==> src/rtl/uart_tx_fifo.sv <==
// UART transmitter with input FIFO and runtime frame format.
// Optional parity bit compiled in with UART_TX_PARITY_EN.
module uart_tx_fifo #(
  parameter int CLOCK_RATE     = 50000000,
  parameter int BAUD_RATE      = 9600,
  parameter int CYCLES_PER_BIT = (CLOCK_RATE / BAUD_RATE) - 1,
  parameter int DATA_BITS      = 8,
  parameter int FIFO_DEPTH     = 8
) (
  input  logic                          i_clk,
  input  logic                          i_rst_n,
  input  logic [DATA_BITS-1:0]          i_data,
  input  logic                          i_write,
  output logic                          o_ready,
  input  logic [1:0]                    i_nbits,
  input  logic [1:0]                    i_parity,
  input  logic                          i_two_stop,
  output logic                          o_busy,
  output logic [$clog2(FIFO_DEPTH):0]   o_level,
  output logic                          o_tx
);

  localparam int AW = $clog2(FIFO_DEPTH);
  localparam int LW = AW + 1;
  localparam int CW = (CYCLES_PER_BIT > 0) ?
                      $clog2(CYCLES_PER_BIT + 1) : 1;

  typedef enum logic [2:0] {
    IDLE, START, DATA, PARITY, STOP1, STOP2
  } state_t;

  state_t state_q, state_d;

  logic [DATA_BITS-1:0] mem [FIFO_DEPTH];
  logic [LW-1:0] wr_ptr, rd_ptr, level;
  logic [DATA_BITS-1:0] head;
  logic push, pop, load, fin, tick;

  logic [CW-1:0] cnt_q, cnt_d;
  logic [3:0] idx_q, idx_d;
  logic [3:0] n_q, n_d;
  logic [DATA_BITS-1:0] shift_q, shift_d;
  logic two_q, two_d;
  logic tx_q, tx_d;

`ifdef UART_TX_PARITY_EN
  logic par_en_q, par_en_d;
  logic par_bit_q, par_bit_d;
`else
  logic unused_parity;
  assign unused_parity = ^i_parity;
`endif

  function automatic logic [3:0] len_of(
    input logic [1:0] sel
  );
    logic [3:0] r;
    unique case (sel)
      2'd0:    r = 4'd5;
      2'd1:    r = 4'd6;
      2'd2:    r = 4'd7;
      default: r = 4'(DATA_BITS);
    endcase
    return r;
  endfunction

  function automatic logic [DATA_BITS-1:0] mask_of(
    input logic [3:0] n
  );
    logic [DATA_BITS-1:0] m;
    for (int i = 0; i < DATA_BITS; i++)
      m[i] = (i < int'(n));
    return m;
  endfunction

  assign level   = wr_ptr - rd_ptr;
  assign o_level = level;
  assign o_ready = (level != LW'(FIFO_DEPTH));
  assign push    = i_write & o_ready;
  assign head    = mem[rd_ptr[AW-1:0]];
  assign o_busy  = (state_q != IDLE) | (level != '0);
  assign o_tx    = tx_q;
  assign tick    = (cnt_q == CW'(CYCLES_PER_BIT));
  assign pop     = load;

  always_comb begin
    state_d = state_q;
    cnt_d   = cnt_q;
    idx_d   = idx_q;
    n_d     = n_q;
    shift_d = shift_q;
    two_d   = two_q;
    load    = 1'b0;
    fin     = 1'b0;
    tx_d    = 1'b1;
`ifdef UART_TX_PARITY_EN
    par_en_d  = par_en_q;
    par_bit_d = par_bit_q;
`endif
    if (state_q != IDLE)
      cnt_d = tick ? '0 : cnt_q + CW'(1);
    unique case (state_q)
      IDLE:  load = (level != '0);
      START: if (tick) state_d = DATA;
      DATA: begin
        if (tick) begin
          shift_d = shift_q >> 1;
          if (idx_q == n_q - 4'd1) begin
`ifdef UART_TX_PARITY_EN
            state_d = par_en_q ? PARITY : STOP1;
`else
            state_d = STOP1;
`endif
          end else begin
            idx_d = idx_q + 4'd1;
          end
        end
      end
      PARITY: if (tick) state_d = STOP1;
      STOP1: begin
        if (tick) begin
          if (two_q) state_d = STOP2;
          else       fin = 1'b1;
        end
      end
      STOP2:   if (tick) fin = 1'b1;
      default: state_d = IDLE;
    endcase
    // Last stop bit chains straight into the next start bit
    if (fin) begin
      if (level != '0) load = 1'b1;
      else             state_d = IDLE;
    end
    if (load) begin
      state_d = START;
      shift_d = head;
      n_d     = len_of(i_nbits);
      two_d   = i_two_stop;
      idx_d   = '0;
      cnt_d   = '0;
`ifdef UART_TX_PARITY_EN
      par_en_d  = (i_parity == 2'd1) |
                  (i_parity == 2'd2);
      par_bit_d = ^(head & mask_of(len_of(i_nbits)))
                  ^ (i_parity == 2'd2);
`endif
    end
    unique case (state_d)
      START: tx_d = 1'b0;
      DATA:  tx_d = shift_d[0];
`ifdef UART_TX_PARITY_EN
      PARITY: tx_d = par_bit_d;
`endif
      default: tx_d = 1'b1;
    endcase
  end

  always_ff @(posedge i_clk or negedge i_rst_n) begin
    if (!i_rst_n) begin
      state_q <= IDLE;
      wr_ptr  <= '0;
      rd_ptr  <= '0;
      cnt_q   <= '0;
      idx_q   <= '0;
      n_q     <= '0;
      shift_q <= '0;
      two_q   <= 1'b0;
      tx_q    <= 1'b1;
`ifdef UART_TX_PARITY_EN
      par_en_q  <= 1'b0;
      par_bit_q <= 1'b0;
`endif
    end else begin
      state_q <= state_d;
      cnt_q   <= cnt_d;
      idx_q   <= idx_d;
      n_q     <= n_d;
      shift_q <= shift_d;
      two_q   <= two_d;
      tx_q    <= tx_d;
      if (push) wr_ptr <= wr_ptr + LW'(1);
      if (pop)  rd_ptr <= rd_ptr + LW'(1);
`ifdef UART_TX_PARITY_EN
      par_en_q  <= par_en_d;
      par_bit_q <= par_bit_d;
`endif
    end
  end

  always_ff @(posedge i_clk) begin
    if (push) mem[wr_ptr[AW-1:0]] <= i_data;
  end

endmodule

==> config.mk <==
export PLATFORM = sky130hd
export DESIGN_NAME = uart_tx_fifo
export DESIGN_NICKNAME = d
export VERILOG_FILES = /design/src/rtl/uart_tx_fifo.sv
export SDC_FILE = /design/constraint.sdc
export NUM_CORES = 1
export LEC_CHECK = 0
export CORE_ASPECT_RATIO = 1.25
export CORE_MARGIN = 2
export CORE_UTILIZATION = 24
export CTS_CLUSTER_DIAMETER = 50
export CTS_CLUSTER_SIZE = 12
export DETAILED_ROUTE_END_ITERATION = 10
export GPL_TIMING_DRIVEN = 0
export HOLD_SLACK_MARGIN = 0.02
export SETUP_SLACK_MARGIN = 0.15
export SLEW_MARGIN = 40
export SYNTH_ARGS = -nofsm -noshare
export SYNTH_HDL_FRONTEND = slang
export SYNTH_SLANG_ARGS = --single-unit
==> constraint.sdc <==
create_clock -name i_clk -period 3.03 [get_ports i_clk]
set_input_delay 0.606 -clock i_clk [delete_from_list [all_inputs] [get_ports i_clk]]
set_output_delay 0.606 -clock i_clk [all_outputs]
set_load 0.005 [all_outputs]
; ---- After elaboration in Yosys (flattened, before gate mapping)
; Memory sizes are Yosys's and may differ from the RTL's.
; Cells that the tools add are included.
[op_classes]
add_sub_neg = 6
n_mul = 0
div = 0
magnitude_cmp = 0
eq_ne = 13
n_shift = 0
mux = 31
n_bitwise = 2
reduce_logical = 10
[op_table]
columns = cell, count
row1 = $mux W13, 3
row2 = $mux W3, 9
row3 = $mux W8, 3
row4 = $mux W4, 4
row5 = $pmux W3 S5, 1
row6 = $add A13 B1 Y13 const B, 1
row7 = $eq A13 B13 Y1 const B, 1
row8 = $add A4 B1 Y4 const B, 3
row9 = $pmux W4 S3, 1
row10 = $eq A3 B2 Y1 const B, 3
row11 = $mux W1, 8
row12 = $eq A3 B1 Y1 const B, 2
row13 = $eq A3 B3 Y1 const B, 2
row14 = $reduce_bool A2 Y1, 3
row15 = $eq A4 B4 Y1, 1
row16 = $ne A4 B4 Y1 const B, 1
row17 = $pmux W1 S2, 2
row18 = $reduce_bool A4 Y1, 1
row19 = $sub A4 B1 Y4 const B, 1
row20 = $sub A4 B4 Y4, 1
row21 = $logic_not A3 Y1, 1
row22 = $reduce_and A3 Y1, 1
row23 = $reduce_bool A3 Y1, 1
row24 = $eq A2 B1 Y1 const B, 1
row25 = 7 further kinds, 7
[totals]
reg_bits = 42
latch_bits = 0
ram_bits = 64
mem_bits_ro = 0
input_bits = 16
out_inout_bits = 7
elab_cells = 73
mem_count = 1
[mem_list]
columns = memory, words, width, read_ports, rd_clocked_by_memory_dff, write_ports, line_no
row1 = mem, 8, 8, 1, 0, 1, 34  ; logic [DATA_BITS-1:0] mem [FIFO_DEPTH];

; ---- Logic depth before layout (Yosys ltp)
; Gate-level depths: netlist of run 1.
[logic_depth]
depth_word = 10
mapped_depth = 11
mapped_depth_nobuf = 9

; ---- Worst setup path after synthesis of run 1
; Ideal clock, no wire load.
[synth_timing]
path_kind = register -> register
from = reg rd_ptr[1]
to = mem mem[4][0], enable pin
setup_ps = 398
t_arrival_ps = 2959
t_required_ps = 2632
slack_ps = -327
stages_incl_launch_ff = 10
n_path_buf = 2
period_less_slack_ps = 3357
cell_sequence = dfrtp_1 > clkbuf_1 > buf_1 > inv_1 > ha_1 > nand3b_1 > a21oi_1 > or3b_2 > nand2_1 > nor4b_1
[synth_via]
elab_chain_len = 5
[synth_rtl]
columns = item, line_no
row1 = start: declaration, 35  ; logic [LW-1:0] wr_ptr, rd_ptr, level;
row2 = start signal: assignment, 182  ; if (pop) rd_ptr <= rd_ptr + LW'(1);
row3 = $sub A4 B4 Y4, 76  ; assign level = wr_ptr - rd_ptr;
row4 = $ne A4 B4 Y1, 78  ; assign o_ready = (level != LW'(FIFO_DEPTH));
row5 = named net o_ready, 14  ; output logic o_ready,
row6 = $and A1 B1 Y1, 79  ; assign push = i_write & o_ready;
row7 = $mux W1, 191  ; if (push) mem[wr_ptr[AW-1:0]] <= i_data;
row8 = $mux W1 (not written as such), 191
row9 = end: declaration, 34
; The timed path passes the listed nets, and every way through them passes these cells.

; ---- Final worst setup path of run 1
[layout_timing]
from = reg wr_ptr[0]
to = out o_ready
[layout_via]
elab_chain_len = 2
[layout_rtl]
columns = item, line_no
row1 = start: declaration, 35
row2 = start signal: assignment, 181  ; if (push) wr_ptr <= wr_ptr + LW'(1);
row3 = $sub A4 B4 Y4, 76
row4 = $ne A4 B4 Y1, 78
row5 = end: declaration, 14
; No other way between the ends.

==> results.cfg, run 1 <==
[synth]
yosys_warnings = 0
synth_seq_area_share_pct = 63.2
synth_cell_types = 51
synth_edf_count = 64
synth_area_um2 = 4700
ys_seq_elements = 106
ys_top_cells_by_area = edfxtp_1 (41%), dfrtp_1 (22%), mux4_2 (7.7%), xnor2_1 (3.5%), ha_1 (2.9%)
yosysTopAreaCellShare_pct = 40.9
yosysTopAreaCell = edfxtp_1
syn-num-nets = 369
syn_inst = 341
synthFlopType = edfxtp_1
avgSynthCellArea_um2 = 13.8
async_flop_share_pct = 39.6

[finish]
antenna_cells = 0
syn2layout_area_growth_pct = 28.8
fillers = 1941
nNetsFinal = 426
seq_area_um2 = 2980
drive_gt1_share_pct = 26.1
multiInputGateArea_um2 = 1790
fin_util_pct = 31.3
fin_area_um2 = 6060
fin_cells = 668

[worst_setup_path]
required_ns = 2.42
end_kind = output pin
arrival_ns = 2.38
worstSetupStartpointType = flop
worstSetupPathType = flop to output pin
r2r-start = wr_ptr[0]
crit_path_start = wr_ptr[0]
cp_max_fo = 4

[sta]
fmaxAchievable_mhz = 335
period_share_pct = 98.6
fin_crit_ns = 2.99
rsz0062_at_grt = true
setup_viol = 0
slew_headroom_pct = 55.1
slew_viol_final = 0
finClkSkew_ns = 0.00696
hold_viol = 0
worstMarginPinSlew_ns = 0.674
finalSetupTns_ns = 0

[die]
die_w_um = 129
die_height_um = 161
dieArea_um2 = 20700
io_pins = 23
core_um2 = 19300
rows = 57
start_util_pct = 24.3

[place]
dp.cells = 628
placed_area_um2 = 5330
gp_congestion = 0.737
io_buffer_count = 20
post-dp-hpwl_um = 6640

[clock_network]
htreeDepth = 3
cts_sinks = 106
cts_buffers = 9
hold_buffers = 0
clk_latency_ns = 0.35
clockRootBuffer = clkbuf_16
clk_pin_slew_ns = 0.07
cts_tree = done
clockBufferDepth = 2

[detailed_routing]
drt-wirelength-per-cell_um = 15.2
viasPerCell = 4.32
drc = 0
postRouteAntennaNets = 0
drt_pass1_iterations = 6
drt_wl_total_um = 10200
vias = 2886
drt-initial-drc-count = 153

[power]
ir_drop_v = 0.000286
power_mw = 4.56
powerDensity_nw_per_um2 = 753
p_leak_nw = 2.26

[global_route]
grt_pass1_vias = 3147
grt_usage_pct = 10.5
grt_overflow_total = 0
antenna_found_initial = 0
grt_pass1_wl_um = 16800
grt_start_max_net_pins = 43

[worst_hold_path]
min_path_type = input port to asynchronous set/reset pin

[outcome]
status = completed

[job]
cap_violations = 0
## synthesized netlist by cell type, types with 6 or more instances
library cell and count:
and3_1 6, mux4_2 16, nand2_1 36, nor2_1 15, or3_1 6, xnor2_1 19
clkbuf_1 6, a221o_1 6, dfrtp_1 41, edfxtp_1 64, ha_1 11, o21ai_0 14
a21oi_1 14, nor3_1 12, nand3_1 9, inv_1 15
## path summary, 6_finish.rpt
| path | end | slack, ns | cells after the start |
|---|---|---|---|
| worst max-delay path | o_ready | 0.04 | 7 |
| worst min-delay path | cnt_q[11] | 0.24 | 1 |
| worst max register to register | mem[0][1] | 0.26 | 10 |
| worst min register to register | wr_ptr[3] | 0.49 | 1 |
| max in group asynchronous | wr_ptr[1] | 2.39 | 1 |
| min in group i_clk | wr_ptr[3] | 0.49 | 1 |
## state kept, by name (all words and copies together), names as in the netlist, 3 cells and up
register	count
cnt_q	13
idx_q	4
mem	64
n_q	4
rd_ptr	4
shift_q	8
state_q	3
wr_ptr	4
## worst max-delay path: stages (launching register included)
cell and delay, ns:
dfrtp_1 0.37, clkbuf_8 0.14, clkinvlp_4 0.10, ha_4 0.17, fa_2 0.53, and3_4 0.19, or3b_4 0.41, buf_6 0.13
## layer usage
metal | share of wire (%) | track usage (%) | vias up
met5 | 0 | 0 | -
met4 | 1.6 | 3.80 | 0
met3 | 2.9 | 2.53 | 12
met2 | 54 | 18.5 | 26
met1 | 42 | 12.3 | 1480
li1 | - | - | 1368
## layout make-up
| cell class | count | share of cell area, % |
|---|---|---|
| inverters | 16 | 1.26 |
| well taps | 265 | 5.47 |
| repair buffers | 46 | 7.37 |
| clock inverters | 7 | 1.63 |
| clock buffers | 9 | 3.72 |
| plain buffers | 12 | 1.82 |
| multi-input cells | 207 | 29.6 |
| flip-flops and latches | 106 | 49.1 |
## power breakdown
group / switching, mW / internal [mW] / total, mW / leakage [nW]
Clock: 0.538 / 0.732 / 1.27 / 0.158
Sequential: 0.152 / 1.78 / 1.93 / 1.11
Combinational: 0.662 / 0.698 / 1.36 / 0.987
## logic make-up after synthesis
group                    after synthesis  share of synthesized area, %
adder cells (fa/ha/maj)               12                          3.35
XOR/XNOR                              23                          4.28
buffers and inverters                 28                          2.47
flip-flops                           106                          63.2
AO/OA/AOI/OAI                         43                          5.85
multiplexers                          19                          8.32
AND/OR/NAND/NOR                      110                          12.5
## cells in the final DEF (no fill, tap or decap), drive strengths merged, types with 4 or more instances in the layout
cell type / instances
o21ai: 16
xnor2: 19
dfrtp: 41
or3: 6
clkdlybuf4s50: 14
edfxtp: 64
nand2: 36
nor2: 16
a221o: 6
clkbuf: 15
buf: 35
inv: 17
a21oi: 14
xor2: 4
nor3: 12
nor3b: 4
nor4: 4
nand3: 10
mux4: 16
ha: 11
and3: 6
## per-stage QoR
step           hold WS [ns]  worst slack [ns]
2_1_floorplan         0.310            0.0710
3_3_place_gp          0.479             -1.00
3_5_place_dp          0.480            -0.861
4_1_cts               0.254           -0.0374
5_1_grt               0.271           -0.0354
6_report              0.236            0.0410
## what timing repair did
action                     4_1_cts  5_1_grt
setup endpoints to repair      108       34
buffers inserted                17        7
resized for setup               44       11
pin swaps                       10        9
(Power assumes the default switching activity.)
==> inputs of run 2 (changes only) <==
--- a/config.mk
+++ b/config.mk
@@ -6,7 +6,7 @@
 export NUM_CORES = 1
 export LEC_CHECK = 0
 export CORE_ASPECT_RATIO = 1.25
-export CORE_MARGIN = 2
+export CORE_MARGIN = 5
 export CORE_UTILIZATION = 24
 export CTS_CLUSTER_DIAMETER = 50
 export CTS_CLUSTER_SIZE = 12
@@ -18,3 +18,4 @@
 export SYNTH_ARGS = -nofsm -noshare
 export SYNTH_HDL_FRONTEND = slang
 export SYNTH_SLANG_ARGS = --single-unit
+export TNS_END_PERCENT = 20
==> results.cfg, run 2 (synthesis gave the netlist of run 1 again) <==
[finish]
nNetsFinal = 414
seq_area_um2 = 2980
fillers = 1970
syn2layout_area_growth_pct = 25.1
fin_cells = 655
mostFrequentLayoutCells = edfxtp_1 (64), dfrtp_1 (40), nand2_1 (36)
drive_gt1_share_pct = 23.3
fin_area_um2 = 5880
multiInputGateArea_um2 = 1770
layout_commonest_cell = edfxtp_1
fin_util_pct = 30.3
antenna_cells = 0
largest_reg_flops = 64

[job]
cap_violations = 0

[power]
ir_drop_v = 0.000265
power_mw = 4.25
powerDensity_nw_per_um2 = 723
p_leak_nw = 2.15

[place]
io_buffer_count = 20
placed_area_um2 = 5320
dp.cells = 629
post-dp-hpwl_um = 6500
gp_congestion = 0.756

[worst_setup_path]
cp_top_family = adder cells
cp_max_fo = 4
path_buf_inv = 3
worstSetupPathType = flop to output pin
worstPathCellList = clkbuf_8 > inv_6 > ha_4 > fa_2 > and3_4 > or3b_4 > buf_6
arrival_ns = 2.32
end_kind = output pin
cp_slowest_cell = fa_2
worstSetupStartpointType = flop
crit_path_max_incr_delay_ns = 0.53
required_ns = 2.42

[die]
start_util_pct = 24.3
io_pins = 23
core_um2 = 19400
dieArea_um2 = 22500
die_height_um = 167
rows = 57
die_w_um = 135

[sta]
slew_viol_final = 0
period_share_pct = 96.6
fmaxAchievable_mhz = 342
hold_viol = 0
worstMarginPinSlew_ns = 0.712
rsz0062_at_grt = true
slew_headroom_pct = 52.2
setup_viol = 0
finClkSkew_ns = 0.00854
fin_crit_ns = 2.93

[worst_hold_path]
min_path_type = input port to asynchronous set/reset pin

[detailed_routing]
drt_wl_total_um = 9470
drc = 0
drt-wirelength-per-cell_um = 14.5
vias = 2843
drt-initial-drc-count = 218
viasPerCell = 4.34
postRouteAntennaNets = 0
drt_pass1_iterations = 4

[global_route]
antenna_found_initial = 0
grt_pass1_vias = 2934
grt_start_max_net_pins = 43
grt_pass1_wl_um = 15500
grt_overflow_total = 0
grt_usage_pct = 8.77

[clock_network]
clk_pin_slew_ns = 0.07
clockBufferDepth = 2
cts_sinks = 106
htreeDepth = 3
hold_buffers = 0
cts_tree = done
clk_latency_ns = 0.35
clockRootBuffer = clkbuf_16
cts_buffers = 9

[outcome]
status = completed
==> run 2: layer usage <==
layer | vias up | part of all wire, % | track usage, %
met1 | 1447 | 42 | 10.5
met4 | 0 | 2.1 | 4.34
li1 | 1346 | - | -
met5 | - | 0 | 0
met3 | 16 | 2.3 | 1.75
met2 | 34 | 53 | 14.9
==> run 2: cell type report <==
cell class / count / area share (%)
plain buffers: 12 / 1.87
clock buffers: 9 / 3.83
clock inverters: 6 / 0.851
inverters: 16 / 1.32
multi-input cells: 207 / 30.1
flip-flops and latches: 106 / 50.6
well taps: 265 / 5.63
repair buffers: 34 / 5.85
==> run 2: stage by stage <==
step           setup slack, ns  hold WS, ns  TNS (ns)
2_1_floorplan          -0.0201        0.310    -0.161
3_3_place_gp             -1.14        0.476    -71.67
3_5_place_dp            -0.918        0.488    -51.62
4_1_cts                 0.0422        0.259         0
5_1_grt                 0.0283        0.287         0
6_report                 0.104        0.233         0
==> run 2: final timing paths <==
| check | slack (ns) | start | cells after the start | endpoint |
|---|---|---|---|---|
| min | 0.23 | i_rst_n | 1 | cnt_q[8] |
| max | 0.10 | wr_ptr[0] | 7 | o_ready |
| max reg2reg | 0.16 | wr_ptr[0] | 9 | mem[6][1] |
| min in group i_clk | 0.49 | wr_ptr[3] | 1 | wr_ptr[3] |
| max in group asynchronous | 2.40 | i_rst_n | 1 | wr_ptr[1] |
| min reg2reg | 0.49 | wr_ptr[3] | 1 | wr_ptr[3] |
==> run 2: where the power goes <==
group / switching (mW) / internal, mW
logic: 0.605 / 0.629
registers: 0.145 / 1.78
clock network: 0.530 / 0.563
total: 1.28 / 2.97
==> run 2: timing repair <==
action	4_1_cts	5_1_grt
setup endpoints to repair	108	39
endpoints found under the hold margin	0	0
pin swaps	8	5
buffers inserted	10	1
gates resized for setup	42	7
==> run 2: worst register-to-register path: stages, from the launching register on <==
cell and delay, ns:
dfrtp_1 0.40, clkbuf_8 0.15, inv_6 0.07, ha_4 0.14, fa_2 0.43, and3_4 0.19
or3b_4 0.25, nand3_1 0.26, nor3b_4 0.43, buf_2 0.25
